[config.mk]
export PLATFORM = sky130hd
export DESIGN_NAME = retire_trace_buffer_flat
export DESIGN_NICKNAME = d
export VERILOG_FILES = /design/src/rtl/mt_cpu_pkg.sv /design/src/rtl/retire_trace_buffer_if.sv /design/src/rtl/retire_trace_buffer_fifo.sv /design/src/rtl/retire_trace_buffer.sv /design/src/flat_wrapper.sv
export SDC_FILE = /design/constraint.sdc
export NUM_CORES = 1
export LEC_CHECK = 0
export CAP_MARGIN = 20
export CORE_ASPECT_RATIO = 1.2
export CORE_UTILIZATION = 50
export DETAILED_ROUTE_END_ITERATION = 16
export PLACE_DENSITY = 0.7
export SYNTH_ARGS = -nofsm -noshare
export SYNTH_HDL_FRONTEND = slang
export SYNTH_HIERARCHICAL = 1
export SYNTH_SLANG_ARGS = --single-unit
[constraint.sdc]
create_clock -name clk -period 8.05 [get_ports clk]
set_clock_uncertainty 0.2 [all_clocks]
set_input_delay 2.415 -clock clk [delete_from_list [all_inputs] [get_ports clk]]
set_output_delay 2.415 -clock clk [all_outputs]
set_load 0.01 [all_outputs]
[src/rtl/mt_cpu_pkg.sv]
// Shared CPU-wide defaults and the retire trace entry layout.
package mt_cpu_pkg;
  localparam int unsigned DEF_ADDRESS_WIDTH = 32;
  localparam int unsigned DEF_DATA_WIDTH    = 32;
  localparam int unsigned DEF_NUM_THREADS   = 8;
  localparam int unsigned DEF_TID_WIDTH     = $clog2(DEF_NUM_THREADS);

  typedef struct packed {
    logic [DEF_TID_WIDTH-1:0]     tid;
    logic [DEF_ADDRESS_WIDTH-1:0] pc;
    logic [DEF_DATA_WIDTH-1:0]    result;
  } trace_entry_t;
endpackage

[src/rtl/retire_trace_buffer_if.sv]
// Retire input and show-ahead trace output bundle of the retire trace buffer.
interface retire_trace_buffer_if
  import mt_cpu_pkg::*;
#(
  parameter int unsigned ADDRESS_WIDTH = DEF_ADDRESS_WIDTH,
  parameter int unsigned DATA_WIDTH    = DEF_DATA_WIDTH,
  parameter int unsigned NUM_THREADS   = DEF_NUM_THREADS
);
  localparam int unsigned TW = $clog2(NUM_THREADS);

  logic                     ret_valid;
  logic [TW-1:0]            ret_tid;
  logic [ADDRESS_WIDTH-1:0] ret_pc;
  logic [DATA_WIDTH-1:0]    ret_result;
  logic                     out_valid;
  logic                     out_ready;
  logic [TW-1:0]            out_tid;
  logic [ADDRESS_WIDTH-1:0] out_pc;
  logic [DATA_WIDTH-1:0]    out_result;

  modport master (
    output ret_valid, ret_tid, ret_pc, ret_result, out_ready,
    input  out_valid, out_tid, out_pc, out_result
  );

  modport slave (
    input  ret_valid, ret_tid, ret_pc, ret_result, out_ready,
    output out_valid, out_tid, out_pc, out_result
  );
endinterface

[src/rtl/retire_trace_buffer_fifo.sv]
// Show-ahead FIFO; a full FIFO still accepts a write when it is popped in the same cycle.
module trace_fifo #(
  parameter int unsigned WIDTH = 8,
  parameter int unsigned DEPTH = 16
) (
  input  logic                     clk,
  input  logic                     rst,
  input  logic                     i_wr_req,
  input  logic                     i_rd_req,
  input  logic [WIDTH-1:0]         i_data,
  output logic [WIDTH-1:0]         o_data,
  output logic                     o_push,
  output logic [$clog2(DEPTH):0]   o_count
);
  localparam int unsigned PW = $clog2(DEPTH);
  localparam int unsigned CW = PW + 1;
  localparam logic [CW-1:0] FULL = CW'(DEPTH);

  logic [WIDTH-1:0] r_mem [DEPTH];
  logic [PW-1:0]    r_wptr;
  logic [PW-1:0]    r_rptr;
  logic [CW-1:0]    r_count;
  logic             w_push;
  logic             w_pop;

  assign w_pop  = i_rd_req && (r_count != '0);
  assign w_push = i_wr_req && ((r_count != FULL) || w_pop);

  always_ff @(posedge clk) begin
    if (rst) begin
      r_wptr  <= '0;
      r_rptr  <= '0;
      r_count <= '0;
    end else begin
      if (w_push) r_wptr <= r_wptr + 1'b1;
      if (w_pop)  r_rptr <= r_rptr + 1'b1;
      case ({w_push, w_pop})
        2'b10:   r_count <= r_count + 1'b1;
        2'b01:   r_count <= r_count - 1'b1;
        default: r_count <= r_count;
      endcase
    end
  end

  // Storage needs no reset: pointers alone define which entries are live.
  always_ff @(posedge clk) begin
    if (w_push) r_mem[r_wptr] <= i_data;
  end

  assign o_data  = r_mem[r_rptr];
  assign o_push  = w_push;
  assign o_count = r_count;
endmodule

[src/rtl/retire_trace_buffer.sv]
// Retire trace buffer: in-order trace FIFO with drop accounting and per-thread
// self-loop (halt) detection on repeated retire PCs.
module retire_trace_buffer
  import mt_cpu_pkg::*;
#(
  parameter int unsigned ADDRESS_WIDTH = DEF_ADDRESS_WIDTH,
  parameter int unsigned DATA_WIDTH    = DEF_DATA_WIDTH,
  parameter int unsigned NUM_THREADS   = DEF_NUM_THREADS,
  parameter int unsigned DEPTH         = 16
) (
  input  logic                     clk,
  input  logic                     rst,
  retire_trace_buffer_if.slave     bus,
  output logic [$clog2(DEPTH):0]   count,
  output logic                     overflow,
  output logic [15:0]              drop_count,
  output logic [NUM_THREADS-1:0]   halted,
  output logic                     all_halted
);
  localparam int unsigned TW = $clog2(NUM_THREADS);
  localparam int unsigned EW = TW + ADDRESS_WIDTH + DATA_WIDTH;

  logic [EW-1:0]            w_wdata;
  logic [EW-1:0]            w_rdata;
  logic                     w_push;
  logic [ADDRESS_WIDTH-1:0] r_last_pc [NUM_THREADS];
  logic [NUM_THREADS-1:0]   r_seen;
  logic [NUM_THREADS-1:0]   r_halted;
  logic                     r_overflow;
  logic [15:0]              r_drop_count;

  assign w_wdata = {bus.ret_tid, bus.ret_pc, bus.ret_result};

  trace_fifo #(
    .WIDTH (EW),
    .DEPTH (DEPTH)
  ) u_fifo (
    .clk      (clk),
    .rst      (rst),
    .i_wr_req (bus.ret_valid),
    .i_rd_req (bus.out_ready),
    .i_data   (w_wdata),
    .o_data   (w_rdata),
    .o_push   (w_push),
    .o_count  (count)
  );

  assign bus.out_valid = (count != '0);
  assign {bus.out_tid, bus.out_pc, bus.out_result} = w_rdata;

  // Halt tracking sees every retire, dropped or not, independent of the FIFO.
  always_ff @(posedge clk) begin
    if (rst) begin
      r_seen       <= '0;
      r_halted     <= '0;
      r_overflow   <= 1'b0;
      r_drop_count <= '0;
    end else if (bus.ret_valid) begin
      if (r_seen[bus.ret_tid] && (r_last_pc[bus.ret_tid] == bus.ret_pc))
        r_halted[bus.ret_tid] <= 1'b1;
      r_seen[bus.ret_tid] <= 1'b1;
      if (!w_push) begin
        r_overflow <= 1'b1;
        if (r_drop_count != '1) r_drop_count <= r_drop_count + 1'b1;
      end
    end
  end

  always_ff @(posedge clk) begin
    if (!rst && bus.ret_valid) r_last_pc[bus.ret_tid] <= bus.ret_pc;
  end

  assign overflow   = r_overflow;
  assign drop_count = r_drop_count;
  assign halted     = r_halted;
  assign all_halted = &r_halted;
endmodule
[src/flat_wrapper.sv]
// flat-port wrapper written by rule: the top's interface ports become plain ports
module retire_trace_buffer_flat import mt_cpu_pkg::*;
#(
  parameter int unsigned ADDRESS_WIDTH = DEF_ADDRESS_WIDTH,
  parameter int unsigned DATA_WIDTH    = DEF_DATA_WIDTH,
  parameter int unsigned NUM_THREADS   = DEF_NUM_THREADS,
  parameter int unsigned DEPTH         = 16
)
  (clk, rst, count, overflow, drop_count, halted, all_halted, bus_ret_valid, bus_ret_tid, bus_ret_pc, bus_ret_result, bus_out_ready, bus_out_valid, bus_out_tid, bus_out_pc, bus_out_result);
  retire_trace_buffer_if #(.ADDRESS_WIDTH(ADDRESS_WIDTH), .DATA_WIDTH(DATA_WIDTH), .NUM_THREADS(NUM_THREADS)) bus_i ();
  input  logic clk;
  input  logic rst;
  output logic [$clog2(DEPTH):0] count;
  output logic overflow;
  output logic [15:0] drop_count;
  output logic [NUM_THREADS-1:0] halted;
  output logic all_halted;
  input wire logic [$bits(bus_i.ret_valid)-1:0] bus_ret_valid;
  input wire logic [$bits(bus_i.ret_tid)-1:0] bus_ret_tid;
  input wire logic [$bits(bus_i.ret_pc)-1:0] bus_ret_pc;
  input wire logic [$bits(bus_i.ret_result)-1:0] bus_ret_result;
  input wire logic [$bits(bus_i.out_ready)-1:0] bus_out_ready;
  output wire logic [$bits(bus_i.out_valid)-1:0] bus_out_valid;
  output wire logic [$bits(bus_i.out_tid)-1:0] bus_out_tid;
  output wire logic [$bits(bus_i.out_pc)-1:0] bus_out_pc;
  output wire logic [$bits(bus_i.out_result)-1:0] bus_out_result;
  assign bus_i.ret_valid = bus_ret_valid;
  assign bus_i.ret_tid = bus_ret_tid;
  assign bus_i.ret_pc = bus_ret_pc;
  assign bus_i.ret_result = bus_ret_result;
  assign bus_i.out_ready = bus_out_ready;
  assign bus_out_valid = bus_i.out_valid;
  assign bus_out_tid = bus_i.out_tid;
  assign bus_out_pc = bus_i.out_pc;
  assign bus_out_result = bus_i.out_result;
  retire_trace_buffer #(.ADDRESS_WIDTH(ADDRESS_WIDTH), .DATA_WIDTH(DATA_WIDTH), .NUM_THREADS(NUM_THREADS), .DEPTH(DEPTH)) u_core (.clk(clk), .rst(rst), .bus(bus_i), .count(count), .overflow(overflow), .drop_count(drop_count), .halted(halted), .all_halted(all_halted));
endmodule
# After elaboration in Yosys (flattened, before gate mapping)
# Memories as Yosys holds them, arrays and structs flattened. A register that Yosys moved wholly into a read port is not among the register bits.
# Index checks and enable logic that the tools add are counted.
# W data, S select, Z words.
[totals]
ff_bits = 46
ramBits = 1328
input_bits = 71
out_inout_bits = 99
elab_cells = 48
memories = 2
[memory_table]
columns = ["memory", "words", "word_bits", "read_ports", "rd_ports_with_merged_regs", "wr", "line_no", "rtl"]
rows = [
  ["u_core.u_fifo.r_mem", 16, 67, 1, 1, 1, "retire_trace_buffer_fifo.sv:19", "logic [WIDTH-1:0] r_mem [DEPTH];"],
  ["u_core.r_last_pc", 8, 32, 1, 0, 1, "retire_trace_buffer.sv:26", "logic [ADDRESS_WIDTH-1:0] r_last_pc [NUM_THREADS];"],
]
[classes]
add_sub_neg = 5
n_lt_le_gt_ge = 2
eq_ne = 5
n_mux = 11
bitwise = 3
reduce_logical = 13
[op_table]
columns = ["op", "count"]
rows = [
  ["$eq A32 B32 Y1", 1],
  ["$add A16 B1 Y16 const B", 1],
  ["$ne A16 B16 Y1 const B", 1],
  ["$or A8 B8 Y8", 2],
  ["$pmux W5 S2", 1],
  ["$add A4 B1 Y4 const B", 2],
  ["$mux W4", 2],
  ["$reduce_and A8 Y1", 1],
  ["$mux W1", 6],
  ["$add A5 B1 Y5 const B", 1],
  ["$logic_and A1 B1 Y1", 5],
  ["$ne A5 B5 Y1 const B", 1],
  ["$reduce_bool A5 Y1", 1],
  ["$sub A5 B1 Y5 const B", 1],
  ["$lt A3 B4 Y1 const B", 1],
  ["$reduce_and A2 Y1", 2],
  ["$bmux W1 S3", 1],
  ["$demux W1 S3", 1],
  ["$ge A3 B1 Y1 const B", 1],
  ["$reduce_and A3 Y1", 1],
  ["$eq A2 B1 Y1 const B", 1],
  ["$eq A2 B2 Y1 const B", 1],
  ["$reduce_bool A2 Y1", 1],
  ["$logic_not A1 Y1", 1],
  ["other kinds (2)", 2],
]

# Logic depth before layout (Yosys ltp)
# Gate-level depths: netlist (run 1).
[depth]
depth_word = 6
depth_mapped = 11
ltp_nobuf = 8

# Hierarchy
# The synthesis (run 1) kept the hierarchy.
[modules_own_cells]
columns = ["module", "n_inst", "cells_per_inst", "area_per_inst_um2", "seq_area_each_um2"]
rows = [
  ["trace_fifo", 1, 1760, 40959.3, 32531.2],
  ["retire_trace_buffer", 1, 674, 11616.1, 8348.0],
]

# Worst setup path after synthesis (run 1)
# No wires, ideal clock.
[synth_path]
path_type = "input to register"
start = "input port bus_ret_valid"
end = "memory u_core/u_fifo/r_mem[0][0] (netlist name), enable pin"
setup_time_ns = 0.574
t_arrival_ns = 7.893
path_slack_ns = -0.617
stages = 4
n_path_buf = 1
path_cell_list = "clkbuf_1 > a21boi_1 > nand2_1 > nor3_1"
[synth_via]
elab_chain_len = 3
[synth_rtl]
columns = ["item", "line_no", "rtl"]
rows = [
  ["from (decl)", "flat_wrapper.sv:18", "input wire logic [$bits(bus_i.ret_valid)-1:0] bus_ret_valid;"],
  ["$logic_and A1 B1 Y1", "retire_trace_buffer_fifo.sv:27", "assign w_push = i_wr_req && ((r_count != FULL) || w_pop);"],
  ["named net u_core.w_push", "retire_trace_buffer.sv:25", "logic w_push;"],
  ["$mux W1", "retire_trace_buffer_fifo.sv:47", "if (w_push) r_mem[r_wptr] <= i_data;"],
  ["$mux W1 (not written as such)", "retire_trace_buffer_fifo.sv:47", ""],
  ["to (decl)", "retire_trace_buffer_fifo.sv:19", ""],
]
# The timed path passes the listed nets, and every way through them passes these cells.

==> results of run 1 <==
how the worst min path moves through the flow:
stage,startpoint,end,slack [ns],cells after the start
final,u_core/r_seen[2],u_core/r_seen[2],0.29,2
after global placement,u_core/r_seen[2],u_core/r_seen[2],0.26,2
after floorplan,u_core/r_seen[0],u_core/r_seen[0],0.25,2
after detailed placement,u_core/r_seen[2],u_core/r_seen[2],0.28,2
after global routing,u_core/r_seen[7],u_core/r_seen[7],0.30,2
after CTS,u_core/r_seen[2],u_core/r_seen[2],0.29,2
placed cells by master, fill, tap and decap left out, types with 5 or more instances in the layout:
cell             instances
edfxtp_1              1328
nor2b_1                 11
a21oi_1                 13
nand2_1                 84
clkbuf_1                24
clkdlybuf4s50_1        165
bufinv_16                8
nor3_1                   8
xnor2_1                 21
o21ai_1                  7
buf_4                   53
buf_12                  18
clkinvlp_4               5
mux2_2                  14
mux4_2                 297
clkbuf_16              138
nand3_1                 14
a221oi_1                10
and3_1                   5
nand4_1                 16
dfxtp_1                 48
o22ai_1                 16
clkinv_1                31
mux2i_1                 46
o21a_1                   6
xor2_1                  29
nor2_1                  43
inv_6                    5
inv_1                   20
nand2b_1                13
nor3_4                   5
nor2_4                  13
diode_2                  5
a221o_1                 11
clkinv_2                15
a22oi_1                138
mux2_1                   6
ha_1                     9
nor2_2                   8
worst register-to-register path: cells and delay by family, from the launching register on:
kind | cells | cell delay, ns
flops | 1 | 0.44
simple gates | 3 | 1.13
compound gates | 1 | 0.15
buf+inv | 2 | 0.78
cell usage after synthesis (3+ instances only):
cell type     n  area share, %
buf_2        43           0.41
a221oi_1     10           0.17
dfxtp_1      50            1.9
nor4_1        3          0.036
nor2_1       64           0.46
buf_1        10          0.071
o22ai_1      16           0.19
o21ai_0       4          0.038
a22o_1        3          0.050
buf_6         9           0.19
edfxtp_1   1328             76
a21oi_1      13           0.12
and3_1        5          0.059
nand4_1      16           0.19
a222oi_1      4          0.076
a22oi_1     138            2.0
ha_1          9           0.21
inv_1        20           0.14
mux2_1        6           0.13
nand2b_1     13           0.15
mux4_2      297             13
nand3_1      14           0.13
mux2i_1      46           0.88
xor2_1       29           0.48
a221o_1      11           0.21
o21a_1        6          0.086
nand2_1      84           0.60
xnor2_1      21           0.35
nor2b_1      13           0.15
a211oi_1      4          0.057
buf_4         5          0.071
clkbuf_1     59           0.42
nor3b_1       3          0.043
nor3_1       12           0.11
or2_2         3          0.036
o211ai_1      3          0.043
mux2_2       14           0.30
o21ai_1       7          0.067
sequential cells by signal, summed over array words and instances (netlist names), named ones only:
name and cells:
u_core/drop_count 16, u_core/halted 8, u_core/r_seen 8, u_core/u_fifo/r_mem 1072, u_core/u_fifo/o_count 5, u_core/overflow 1
u_core/u_fifo/r_rptr 4, u_core/r_last_pc 256, u_core/u_fifo/r_wptr 4
final cells by class:
| type | instances | area share (%) |
|---|---|---|
| tap | 1375 | 2.85 |
| timing repair buffer | 239 | 4.01 |
| multi-input combinational | 907 | 18.5 |
| inverter | 23 | 0.143 |
| antenna | 5 | 0.0207 |
| clock inverter | 70 | 1.00 |
| clock buffer | 162 | 5.86 |
| sequential | 1378 | 67.6 |
power breakdown:
| group | switching, mW | internal, mW |
|---|---|---|
| combinational | 1.16 | 1.17 |
| sequential | 0.111 | 8.03 |
| clock | 2.57 | 3.39 |
| total | 3.84 | 12.6 |
metrics by stage:
| stage | worst slack [ns] | utilization, % | total power, mW | instance area, um^2 | hold slack [ns] |
|---|---|---|---|---|---|
| final | 1.73 | 58.3 | 16.4 | 60500 | 0.285 |
| after global routing | 1.47 | 58.3 | 17.0 | 60400 | 0.302 |
| after CTS | 1.57 | 58.3 | 16.6 | 60400 | 0.287 |
| after detailed placement | 2.01 | 54.3 | 10.7 | 56300 | 0.280 |
| after global placement | 2.13 | 54.3 | 10.6 | 56300 | 0.261 |
| after floorplan | 1.18 | - | 9.77 | 52600 | 0.251 |
metal layers:
layer / wire length, um / vias up
li1: - / 10713
met1: 47300 / 13763
met2: 60700 / 1091
met3: 7850 / 209
met4: 3060 / 0
met5: 0 / -
kinds of logic (layout without fill, tap and decap cells):
logic type                 Yosys count  after routing  share of synthesized area (%)
muxes                              365            365                           14.1
xor gates and xnor gates            50             50                          0.833
and+or+nand+nor                    245            245                           2.28
other                                0              5                              0
buffers and inverters              149            494                           1.33
AOI/OAI and AO/OA                  237            237                           3.46
adders and majority gates           10             10                          0.252
DFF                               1378           1378                           77.8
==> metrics.md, run 1 <==
| Metric | Value |
|---|---|
| Synth Instances | 2,434 |
| Gr busiest metal | met2 |
| Layout Nets | 2,764 |
| Seq. cell area | 40,900 um^2 |
| Placer Congestion | 0.842 |
| Final Non-Filler Cells | 4,159 |
| Asr flop ratio synth | 0% |
| Worst path max stage delay | 0.90 ns |
| WP buf/inv | 2 |
| Detailed Routing Iterations Pass 1 | 5 |
| Core region area | 104,000 um^2 |
| Synthesized cell area | 52,600 um^2 |
| Worst min-delay path class | reg2reg |
| Root Buffer | clkbuf_16 |
| Primary FF master, synth | edfxtp_1 |
| Worst reg-to-reg path cell count | 6 |
| Via-to-Cell Ratio | 6.20 |
| Minimum clock period | 6.32 ns |
| Crit path to | bus_out_pc[11] |
| Vias | 25,776 |
| Register area share after synthesis | 77.8% |
| Final ANT Viol Nets | 0 |
| Die Y | 357 um |
| Leakage | 18.8 nW |
| Slew @ Worst Pin | 1.09 ns |
| HPWL Detailed | 63,500 um |
| Cts hold-fix bufs | 0 |
| Setup Fix Bufs, Post-CTS | 0 |
| Final hold viol count | 0 |
| Number of global-route vias before repair | 27,093 |
| Row count | 129 |
| Seq cells post-synth | 1,378 |
| Highest clock rate | 158 MHz |
| Met1 Usage GRT | 30.1% |
| Area of the multi-input gates | 11,200 um^2 |
| Clock Path Buffers | 3 |
| Yosys Warn Count | 6 |
| Max Cap Viol | 0 |
| R2r setup slk | 4.97 ns |
| Starting density of the core | 50.7% |
| CTS resizes | 0 |
| Met2 usage | 38.3% |
| Die width | 298 um |
| Met3 Usage GRT | 3.86% |
| RSZ-0062 raised after global routing | no |
| WL final | 119,000 um |
| CTS tree | built |
| Tcrit/Tclk final | 78.5% |
| First-pass GRT wire length | 176,000 um |
| Worst r2r src | u_core/u_fifo/o_count[4] |
| CP Capture Type | primary output |
| Worst r2r dst | u_core/u_fifo/r_mem[12][24] |
| Area growth from synthesis to layout | 15.0% |
| Io pins | 170 |
| Slew Viols, Final | 0 |
| # H-tree levels | 4 |
| PortBufs | 169 |
| Syn nets | 2,515 |
| Number of cells on the critical path | 5 |
| Crit-path cells | buf_12, mux4_2, a22oi_1, nand2_1, clkdlybuf4s50_1 |
| Power per cell area | 272 nW/um^2 |
| CP top delay family | buffers and inverters |
| CTS buffer count | 134 |
| Crit Path Class | reg2out |
| Worst EP arrival | 3.70 ns |
| Clock latency on the worst-skew pair | 0.74 ns |
| CTS sink count | 1,378 |
| Layout filler cell count | 7,282 |
| Total track usage | 22.6% |
| Max FO, Critical Path | 55 |
| CP Launch Type | flip-flop |
| VDD IR max | 283 uV |
| Sum Neg Setup Slack | 0 ns |
| Slowest CP cell | dfxtp_4 |
| Die area | 106,000 um^2 |
| CTS clk-pin slew, worst paths | 0.06 ns |
| Share of layout cells above drive strength 1 | 22.0% |
| Final setup viols | 0 |
| Syn Area/Cell | 21.6 um^2 |
| GRT overflow | 0 |
| Outcome | completed |
| Largest net degree at the start of global routing | 93 |
| Number of distinct library cells after synthesis | 67 |
| Relative slew margins | 27.3% |
| EDFF count, synth | 1,328 |
| CP required | 5.43 ns |
| Dpl cells | 3,922 |
| Iter 0 DRT Violations | 2,230 |
| DR DRC count | 0 |
| Initial antenna violation count | 1 |
| Wire per inst | 28.6 um |
(Power assumes the default switching activity.)
==> inputs of run 2 (changes only) <==
==> constraint.sdc (replaced) <==
create_clock -name clk -period 5.79 [get_ports clk]
set_clock_uncertainty 0.2 [all_clocks]
set_input_delay 1.737 -clock clk [delete_from_list [all_inputs] [get_ports clk]]
set_output_delay 1.737 -clock clk [all_outputs]
set_load 0.01 [all_outputs]
==> metrics.md, run 2 (synthesis results as in run 1) <==
| Metric | Value |
|---|---|
| Sw Ratio | 23.6% (+0.23 points) |
| CP Capture Type | primary output |
| Most used cell along the critical path | buf_12 |
| Worst r2r src | u_core/u_fifo/o_count[0] |
| Via-to-Cell Ratio | 6.12 (-1.3%) |
| Area growth from synthesis to layout | 16.0% |
| Row count | 129 (unchanged) |
| PortBufs | 169 (unchanged) |
| RSZ-0062 raised after global routing | no |
| Die Y | 357 um (unchanged) |
| Number of global-route vias before repair | 27,222 (+0.48%) |
| CP top delay family | buffers and inverters |
| CTS resizes | 0 (unchanged) |
| First-pass GRT wire length | 177,000 um (+0.40%) |
| Layout filler cell count | 7,282 (unchanged) |
| Layout Nets | 2,800 (+1.3%) |
| Starting density of the core | 50.7% (unchanged) |
| Slew @ Worst Pin | 1.04 ns (-0.0435 ns) |
| Max FO, Critical Path | 32 (-42%) |
| Hold slack | 0.278 ns (-0.00718 ns) |
| Share of layout cells above drive strength 1 | 23.1% (+1.1 points) |
| Placer Congestion | 0.826 (-1.9%) |
| CP Launch Type | flip-flop |
| Core region area | 104,000 um^2 (unchanged) |
| Minimum clock period | 5.31 ns |
| Sum Neg Setup Slack | 0 ns (unchanged) |
| Worst EP arrival | 3.38 ns (-0.32 ns) |
| DR DRC count | 0 (unchanged) |
| Die area | 106,000 um^2 (unchanged) |
| HPWL Detailed | 64,900 um (+2.3%) |
| Total track usage | 22.7% (+0.12 points) |
| Most common cell after layout, fill and taps aside | edfxtp_1 |
| Worst min-delay path class | reg2reg |
| GRT overflow | 0 (unchanged) |
| WL final | 119,000 um (+0.27%) |
| Leakage | 19.0 nW (+1.5%) |
| Iter 0 DRT Violations | 2,424 (+8.7%) |
| Relative slew margins | 30.2% (+2.9 points) |
| Outcome | completed |
| Top reg by flops | u_core/u_fifo/r_mem |
| WP buf/inv | 3 (+1) |
| Detailed Routing Iterations Pass 1 | 5 (unchanged) |
| Die width | 298 um (unchanged) |
| Vias | 25,692 (-0.33%) |
| Max Cap Viol | 0 (unchanged) |
| Final setup viols | 0 (unchanged) |
| Commonest non-fill, non-tap cells in the layout | edfxtp_1 (1,328), mux4_2 (297), clkdlybuf4s50_1 (165), a22oi_1 (138), clkbuf_16 (137) |
| Final Core Density | 58.9% (+0.52 points) |
| Clock latency on the worst-skew pair | 0.73 ns (about the same) |
| Power per cell area | 378 nW/um^2 (+39%) |
| Largest net degree at the start of global routing | 81 (-13%) |
| Internal | 17.6 mW (+40%) |
| Io pins | 170 (unchanged) |
| Reg power frac | 48.9% (-0.6 points) |
| Clock Path Buffers | 3 (unchanged) |
| Cts hold-fix bufs | 0 (unchanged) |
| VDD IR max | 316 uV (+12%) |
| CP required | 3.85 ns (-1.58 ns) |
| Clock share of power | 36.6% (+0.3 points) |
| Hold path startpoint | u_core/r_seen[5] |
| CTS tree | built |
| Initial antenna violation count | 3 (+2) |
| Net Switching | 5.45 mW (+42%) |
| Wire per inst | 28.4 um (-0.73%) |
| Crit-path cells | buf_12, buf_12, mux4_2, a22oi_1, nand2_1, clkdlybuf4s50_1 |
| CTS buffer count | 136 (+1.5%) |
| Tcrit/Tclk final | 91.7% |
| Final ANT Viol Nets | 0 (unchanged) |
| Comb power frac | 14.5% (+0.3 points) |
| Root Buffer | clkbuf_16 |
| Slowest CP cell | dfxtp_4 |
| CTS clk-pin slew, worst paths | 0.06 ns (about the same) |
| Setup Fix Bufs, Post-CTS | 0 (unchanged) |
| Worst path max stage delay | 0.56 ns (-0.34 ns) |
| Crit Path Class | reg2out |
| # H-tree levels | 4 (unchanged) |
| Slew Viols, Final | 0 (unchanged) |
| Max reg flops | 1,072 (unchanged) |
| Highest clock rate | 188 MHz |
| Final hold viol count | 0 (unchanged) |
| CTS sink count | 1,378 (unchanged) |
[run 2: metrics by stage]
| step | total power, mW | setup WS [ns] | instances | cell area, um^2 |
|---|---|---|---|---|
| 6_report | 23.1 | 0.478 | 4201 | 61000 |
| 5_1_grt | 23.9 | 0.234 | 4199 | 61000 |
| 4_1_cts | 23.3 | 0.336 | 4199 | 61000 |
| 3_5_place_dp | 14.9 | 0.747 | 3956 | 56700 |
| 3_3_place_gp | 14.8 | 0.773 | 3956 | 56700 |
| 2_1_floorplan | 13.6 | -0.405 | 2434 | 52600 |
[run 2: final cells by class]
class                      instances  area (um^2)  area share [%]
clock inverter                    72          709            1.16
timing repair buffer             273         2860            4.68
antenna                            2         5.00         0.00821
tap                             1375         1720            2.82
inverter                          23         86.3           0.142
clock buffer                     171         3560            5.83
sequential                      1378        40900            67.0
multi-input combinational        907        11200            18.3
[run 2: per-layer routing]
metal	up-vias	routed length [um]	global-route usage, %
met5	-	23	0
met4	4	3010	7.15
met3	198	7400	3.71
met2	1015	62300	39.6
met1	13682	46500	29.5
li1	10793	-	-
[run 2: worst paths after layout]
path | depth (start not counted) | endpoint | slack, ns
max | 6 | bus_out_result[16] | 0.48
min | 2 | u_core/r_seen[5] | 0.28
max reg2reg | 8 | u_core/drop_count[15] | 2.65
min reg2reg | 2 | u_core/r_seen[5] | 0.28
[run 2: power groups by stage]
stage	Clock (mW)	Combinational (mW)	Sequential, mW
after floorplan	0	2.14	11.4
after global placement	0	3.32	11.5
after detailed placement	0	3.40	11.5
after CTS	8.61	3.41	11.3
after global routing	8.98	3.58	11.3
final	8.45	3.35	11.3
[run 2: worst reg2reg max path: stages (launching register included)]
cell	delay, ns
dfxtp_1	0.40
nor4_4	0.48
a21boi_1	0.31
nor2b_1	0.39
o41ai_2	0.24
nor3_1	0.55
nand4_1	0.20
xor2_1	0.17
nor2_1	0.06
